<file path="src/rtl/id_inst_buffer_pkg.sv">
// Shared constants and helpers for the ID-stage instruction buffer.
// Entry layout is {pc, inst}, matching the IF-to-ID bundle width.
package id_inst_buffer_pkg;

    localparam int ID_BUF_DEPTH = 4;
    localparam int ID_PC_W      = 32;
    localparam int ID_INST_W    = 32;
    localparam int IF_TO_ID_WD  = ID_PC_W + ID_INST_W;

    // How this cycle's flush request reshapes the queue.
    typedef enum logic [2:0] {
        FL_NONE,
        FL_ALL,
        FL_KEEP_HEAD,
        FL_KEEP_ENQ,
        FL_KEEP_NONE
    } flush_mode_e;

    // rem_zero: nothing left once this cycle's dequeue is applied.
    function automatic flush_mode_e flush_mode(
        input logic flush,
        input logic keep,
        input logic rem_zero,
        input logic enq
    );
        flush_mode_e m;
        unique case (1'b1)
            !flush:                       m = FL_NONE;
            flush & !keep:                m = FL_ALL;
            flush & keep & !rem_zero:     m = FL_KEEP_HEAD;
            flush & keep & rem_zero & enq: m = FL_KEEP_ENQ;
            default:                      m = FL_KEEP_NONE;
        endcase
        return m;
    endfunction

endpackage

</file>
<file path="src/rtl/id_inst_buffer_if.sv">
// Valid/ready bundle carrying one {pc, inst} pair.
// master drives the payload, slave returns ready.
interface id_inst_buffer_if #(
    parameter int PC_W   = 32,
    parameter int INST_W = 32
);
    logic              valid;
    logic              ready;
    logic [PC_W-1:0]   pc;
    logic [INST_W-1:0] inst;

    modport master (output valid, output pc, output inst, input ready);
    modport slave  (input valid, input pc, input inst, output ready);
endinterface

</file>
<file path="src/rtl/id_buf_ram.sv">
// DEPTH x W register array: one write port, one async read port.
// Contents are intentionally left unreset.
module id_buf_ram
    import id_inst_buffer_pkg::*;
#(
    parameter int DEPTH = ID_BUF_DEPTH,
    parameter int W     = IF_TO_ID_WD
) (
    input  logic                     clk,
    input  logic                     we,
    input  logic [$clog2(DEPTH)-1:0] waddr,
    input  logic [W-1:0]             wdata,
    input  logic [$clog2(DEPTH)-1:0] raddr,
    output logic [W-1:0]             rdata
);
    logic [W-1:0] mem [DEPTH];

    // Capture the write on the rising edge.
    always_ff @(posedge clk) begin
        if (we) mem[waddr] <= wdata;
    end

    assign rdata = mem[raddr];
endmodule

</file>
<file path="src/rtl/id_inst_buffer.sv">
// IF-to-ID instruction buffer: circular queue of {pc, inst} pairs
// with valid/ready on both sides and branch flush with delay-slot keep.
module id_inst_buffer
    import id_inst_buffer_pkg::*;
#(
    parameter int DEPTH    = ID_BUF_DEPTH,
    parameter int PC_W     = ID_PC_W,
    parameter int INST_W   = ID_INST_W,
    parameter int AF_LEVEL = DEPTH - 1
) (
    input  logic                       clk,
    input  logic                       rst,
    id_inst_buffer_if.slave            in_if,
    id_inst_buffer_if.master           out_if,
    input  logic                       flush,
    input  logic                       flush_keep_slot,
    output logic [$clog2(DEPTH+1)-1:0] count,
    output logic                       stallreq
);
    localparam int AW = $clog2(DEPTH);
    localparam int CW = $clog2(DEPTH + 1);
    localparam int W  = PC_W + INST_W;
    localparam logic [CW-1:0] FULL = CW'(DEPTH);
    localparam logic [CW-1:0] AF   = CW'(AF_LEVEL);

    logic [AW-1:0] wp, rp, wp_n, rp_n;
    logic [CW-1:0] count_n, rem;
    logic          in_rdy, out_vld, enq, deq, we;
    logic [W-1:0]  rdata;
    flush_mode_e   mode;

    assign in_rdy   = count < FULL;
    assign out_vld  = count != '0;
    assign stallreq = count >= AF;
    assign enq      = in_if.valid & in_rdy;
    assign deq      = out_vld & out_if.ready;
    assign rem      = count - CW'(deq);
    assign mode     = flush_mode(flush, flush_keep_slot, rem == '0, enq);

    // Next pointers/occupancy; flush overrides the normal enqueue.
    always_comb begin
        rp_n    = rp + AW'(deq);
        wp_n    = wp;
        count_n = count;
        we      = 1'b0;
        unique case (mode)
            FL_NONE: begin
                wp_n    = wp + AW'(enq);
                count_n = count + CW'(enq) - CW'(deq);
                we      = enq;
            end
            FL_ALL: begin
                wp_n    = rp_n;
                count_n = '0;
            end
            FL_KEEP_HEAD: begin
                wp_n    = rp_n + AW'(1);
                count_n = CW'(1);
            end
            FL_KEEP_ENQ: begin
                wp_n    = wp + AW'(1);
                count_n = CW'(1);
                we      = 1'b1;
            end
            FL_KEEP_NONE: begin
                wp_n    = rp_n;
                count_n = '0;
            end
            default: begin
                wp_n    = wp;
                count_n = count;
            end
        endcase
    end

    // Pointer and occupancy registers.
    always_ff @(posedge clk or posedge rst) begin
        if (rst) begin
            wp    <= '0;
            rp    <= '0;
            count <= '0;
        end else begin
            wp    <= wp_n;
            rp    <= rp_n;
            count <= count_n;
        end
    end

    id_buf_ram #(
        .DEPTH (DEPTH),
        .W     (W)
    ) u_ram (
        .clk   (clk),
        .we    (we),
        .waddr (wp),
        .wdata ({in_if.pc, in_if.inst}),
        .raddr (rp),
        .rdata (rdata)
    );

    assign in_if.ready  = in_rdy;
    assign out_if.valid = out_vld;
    assign out_if.pc    = out_vld ? rdata[W-1:INST_W] : '0;
    assign out_if.inst  = out_vld ? rdata[INST_W-1:0] : '0;
endmodule

</file>
<file path="src/flat_wrapper.sv">
// flat-port wrapper written by rule: the top's interface ports become plain ports
module id_inst_buffer_flat import id_inst_buffer_pkg::*;
#(
    parameter int DEPTH    = ID_BUF_DEPTH,
    parameter int PC_W     = ID_PC_W,
    parameter int INST_W   = ID_INST_W,
    parameter int AF_LEVEL = DEPTH - 1
)
  (clk, rst, flush, flush_keep_slot, count, stallreq, in_if_valid, in_if_pc, in_if_inst, in_if_ready, out_if_valid, out_if_pc, out_if_inst, out_if_ready);
  id_inst_buffer_if #(.PC_W(PC_W), .INST_W(INST_W)) in_if_i ();
  id_inst_buffer_if #(.PC_W(PC_W), .INST_W(INST_W)) out_if_i ();
  input  logic clk;
  input  logic rst;
  input  logic flush;
  input  logic flush_keep_slot;
  output logic [$clog2(DEPTH+1)-1:0] count;
  output logic stallreq;
  input wire logic [$bits(in_if_i.valid)-1:0] in_if_valid;
  input wire logic [$bits(in_if_i.pc)-1:0] in_if_pc;
  input wire logic [$bits(in_if_i.inst)-1:0] in_if_inst;
  output wire logic [$bits(in_if_i.ready)-1:0] in_if_ready;
  output wire logic [$bits(out_if_i.valid)-1:0] out_if_valid;
  output wire logic [$bits(out_if_i.pc)-1:0] out_if_pc;
  output wire logic [$bits(out_if_i.inst)-1:0] out_if_inst;
  input wire logic [$bits(out_if_i.ready)-1:0] out_if_ready;
  assign in_if_i.valid = in_if_valid;
  assign in_if_i.pc = in_if_pc;
  assign in_if_i.inst = in_if_inst;
  assign in_if_ready = in_if_i.ready;
  assign out_if_valid = out_if_i.valid;
  assign out_if_pc = out_if_i.pc;
  assign out_if_inst = out_if_i.inst;
  assign out_if_i.ready = out_if_ready;
  id_inst_buffer #(.DEPTH(DEPTH), .PC_W(PC_W), .INST_W(INST_W), .AF_LEVEL(AF_LEVEL)) u_core (.clk(clk), .rst(rst), .in_if(in_if_i), .out_if(out_if_i), .flush(flush), .flush_keep_slot(flush_keep_slot), .count(count), .stallreq(stallreq));
endmodule
</file>
<file path="config.mk">
export PLATFORM = sky130hd
export DESIGN_NAME = id_inst_buffer_flat
export DESIGN_NICKNAME = d
export VERILOG_FILES = /design/src/rtl/id_inst_buffer_pkg.sv /design/src/rtl/id_inst_buffer_if.sv /design/src/rtl/id_buf_ram.sv /design/src/rtl/id_inst_buffer.sv /design/src/flat_wrapper.sv
export SDC_FILE = /design/constraint.sdc
export NUM_CORES = 1
export LEC_CHECK = 0
export ABC_AREA = 1
export BUFFER_PORTS_ARGS = -buffer_cell sky130_fd_sc_hd__clkbuf_2
export CORE_AREA = 10 10 145 180
export DETAILED_ROUTE_END_ITERATION = 8
export DIE_AREA = 0 0 155 190
export PLACE_DENSITY = 0.79
export SKIP_LAST_GASP = 1
export SYNTH_ARGS = -nofsm -noshare
export SYNTH_HDL_FRONTEND = slang
export SYNTH_HIERARCHICAL = 1
export SYNTH_SLANG_ARGS = --single-unit
</file>
<file path="constraint.sdc">
create_clock -name clk -period 6.2 [get_ports clk]
set_input_delay 0.31 -clock clk [delete_from_list [all_inputs] [get_ports clk]]
set_output_delay 0.31 -clock clk [all_outputs]
set_load 0.01 [all_outputs]
</file>
==> flow_summary.ini <==
[run_status]
status = finished clean

[synth]
synthTopCellsByArea = edfxtp_1 (65%), inv_1 (11%), nand2_1 (11%), nand3_1 (5.6%), nor2_1 (2.3%)
synth_top_cell_by_area = edfxtp_1
netlist.area_leader.share_pct = 65.2
synth_warnings = 6
syn-cell-area_sq_um = 11800
synth_seq_cells = 263
synth_cells = 1212
ys_types = 28
synth.net_count = 1286
postSynthAreaPerCell_sq_um = 9.73
synth_seq_area_share_pct = 66.6

[timing]
final-setup-viol-count = 0
tightest_slew_ns = 0.995
whs_ns = 0.0114
slew_headroom_pct = 33.7
skew_ns = 0.0164
slew_violations = 0
rsz0062_at_grt = false
fin_crit_sh_pct = 56.5
max_freq_mhz = 285
layout_min_cycle_time_ns = 3.50
finalSetupTns_ns = 0
hold_viol_final = 0

[clock_network]
cts_buffer_depth = 3
cts_buffers = 24
cts.sinks = 263
worstSkewPairLatency_ns = 0.52
cts_tree = yes
cts_setup_buffers = 0
clockRootBuffer = clkbuf_16
clkSlewWorstSetupHoldPaths_ns = 0.06
htree_levels = 1
cts_resized = 0

[die]
die_w_microns = 155
die_height_microns = 190
core-area_sq_um = 22700
boundaryPins = 140
dieArea_sq_um = 29500
initial_core_util_pct = 51.9
fp-row-count = 62

[grt]
overflow = 0
grt_pass1_vias = 8194
grt_max_degree = 71
antenna_found_initial = 2
track_usage_pct = 16.8
grt_pass1_wl_microns = 40100

[final_layout]
nets = 1422
areaGrowthSynthToFinish_pct = 14.4
n_fill_cell = 1839
mostFrequentLayoutCell = inv_1
layout_common_cells = inv_1 (335), nand2_1 (332), edfxtp_1 (256), clkbuf_2 (139), nand3_1 (132)
drive_above_1_share_pct = 14.4

[setup_path]
reg2regPathDepth = 8
crit_required_ns = 5.89
arrival_ns = 3.19
crit_type = flop to output port
crit_path_start_kind = flop
cp-end-kind = output port
critPathMaxFanout = 66

[routing]
drtPass1Iterations = 5
viasPerCell = 4.84
remaining_drc_errors = 0
num_vias = 8007
avgRoutedWirePerCell_microns = 15.3
final_antenna_net_count = 0
routed_wl_microns = 25200
drt_iter0_markers = 579

[min_path]
hold_depth = 1
hold_path.class = input pin to flop

[pwr]
power_density_nw_per_um2 = 442
vdd_drop_max_uv = 232
power_mw = 5.97
p_leak_nw = 6.58

[placed_design]
dp_hpwl_microns = 15400
place_congestion = 0.841
portBuffers = 139

[flow_run]
maxCapViolations = 0
[final timing paths]
kind                                                endpoint  slack, ns                         from
max in group asynchronous             u_core/rp[0]$_DFF_PP0_       5.69                          rst
hold reg to reg                  u_core/count[0]$_DFFE_PP0P_       0.67  u_core/count[0]$_DFFE_PP0P_
setup / recovery                              out_if_inst[6]       2.70       u_core/rp[0]$_DFF_PP0_
hold / removal             u_core/u_ram/mem[1][34]$_DFFE_PP_       0.01                  in_if_pc[2]
min in group asynchronous        u_core/count[0]$_DFFE_PP0P_       0.27                          rst
setup reg to reg           u_core/u_ram/mem[3][63]$_DFFE_PP_       3.27  u_core/count[1]$_DFFE_PP0P_
[sequential cells by signal, summed over array words and instances, names as in the netlist]
name and count:
u_core/rp 2, u_core/wp 2, u_core/u_ram/mem 256, u_core/count 3
[report_power, final]
part | leakage, nW | total (mW) | internal (mW) | switching, mW
sequential | 2.41 | 2.34 | 2.21 | 0.132
combinational | 3.82 | 2.26 | 0.721 | 1.54
clock | 0.351 | 1.36 | 0.776 | 0.588
[metal layers]
metal	GRT usage [%]	vias up	routed length, microns
li1	-	3968	-
met1	18.4	3785	9840
met2	30.9	203	13300
met3	3.48	51	1490
met4	6.40	0	651
met5	0	-	0
[area by class of cell]
cell class              count  area, sq um  area share [%]
clock inverters             9         63.8           0.473
flip-flops and latches    263         7870            58.3
repair buffers            157          851            6.30
clock buffers              33          656            4.86
well taps                 288          360            2.67
diodes                      2         5.00          0.0371
multi-input cells         563         2420            17.9
inverters                 339         1270            9.45
[synthesized netlist by cell type (all sizes together)]
master	count
buf	43
clkbuf	4
dfrtp	7
edfxtp	256
fa	1
ha	3
inv	339
nand2	335
nand3	133
nand3b	2
nand4	1
nor2	76
nor3	4
o21a	1
o21ai	3
o21bai	1
o22ai	1
xnor2	1
xor2	1
[cell families (layout without fill, tap and decap cells)]
family | after synthesis | in the layout | share of synthesized area (%)
AO/OA/AOI/OAI | 6 | 6 | 0.339
XOR/XNOR | 2 | 2 | 0.149
adder cells (fa/ha/maj) | 4 | 4 | 0.488
buffers and inverters | 386 | 538 | 13.0
flip-flops | 263 | 263 | 66.6
other | 0 | 2 | 0
AND/OR/NAND/NOR | 551 | 551 | 19.4
[metrics by stage]
step                      util (%)  setup WS (ns)  cells  instance area, sq um
after detailed placement      55.8           3.22   1602                 12700
after global routing          59.4           2.48   1653                 13500
final                         59.4           2.70   1654                 13500
after floorplan                  -          0.316   1212                 11800
after CTS                     59.4           2.66   1652                 13500
after global placement        55.8           3.29   1602                 12700
[what timing repair did]
action / CTS / global route
hold buffers: 8 / 0
endpoints found under the setup margin: 0 / 0
endpoints found under the hold margin: 31 / 0
[critical path, stage by stage, from the launching register on]
cell	delay [ns]
dfrtp_4	0.74
inv_4	0.58
buf_4	0.67
nand2_1	0.15
nand3_1	0.12
nand2_1	0.09
inv_1	0.07
nor2_1	0.04
clkbuf_2	0.14
Power figures use the tool's default switching activity.
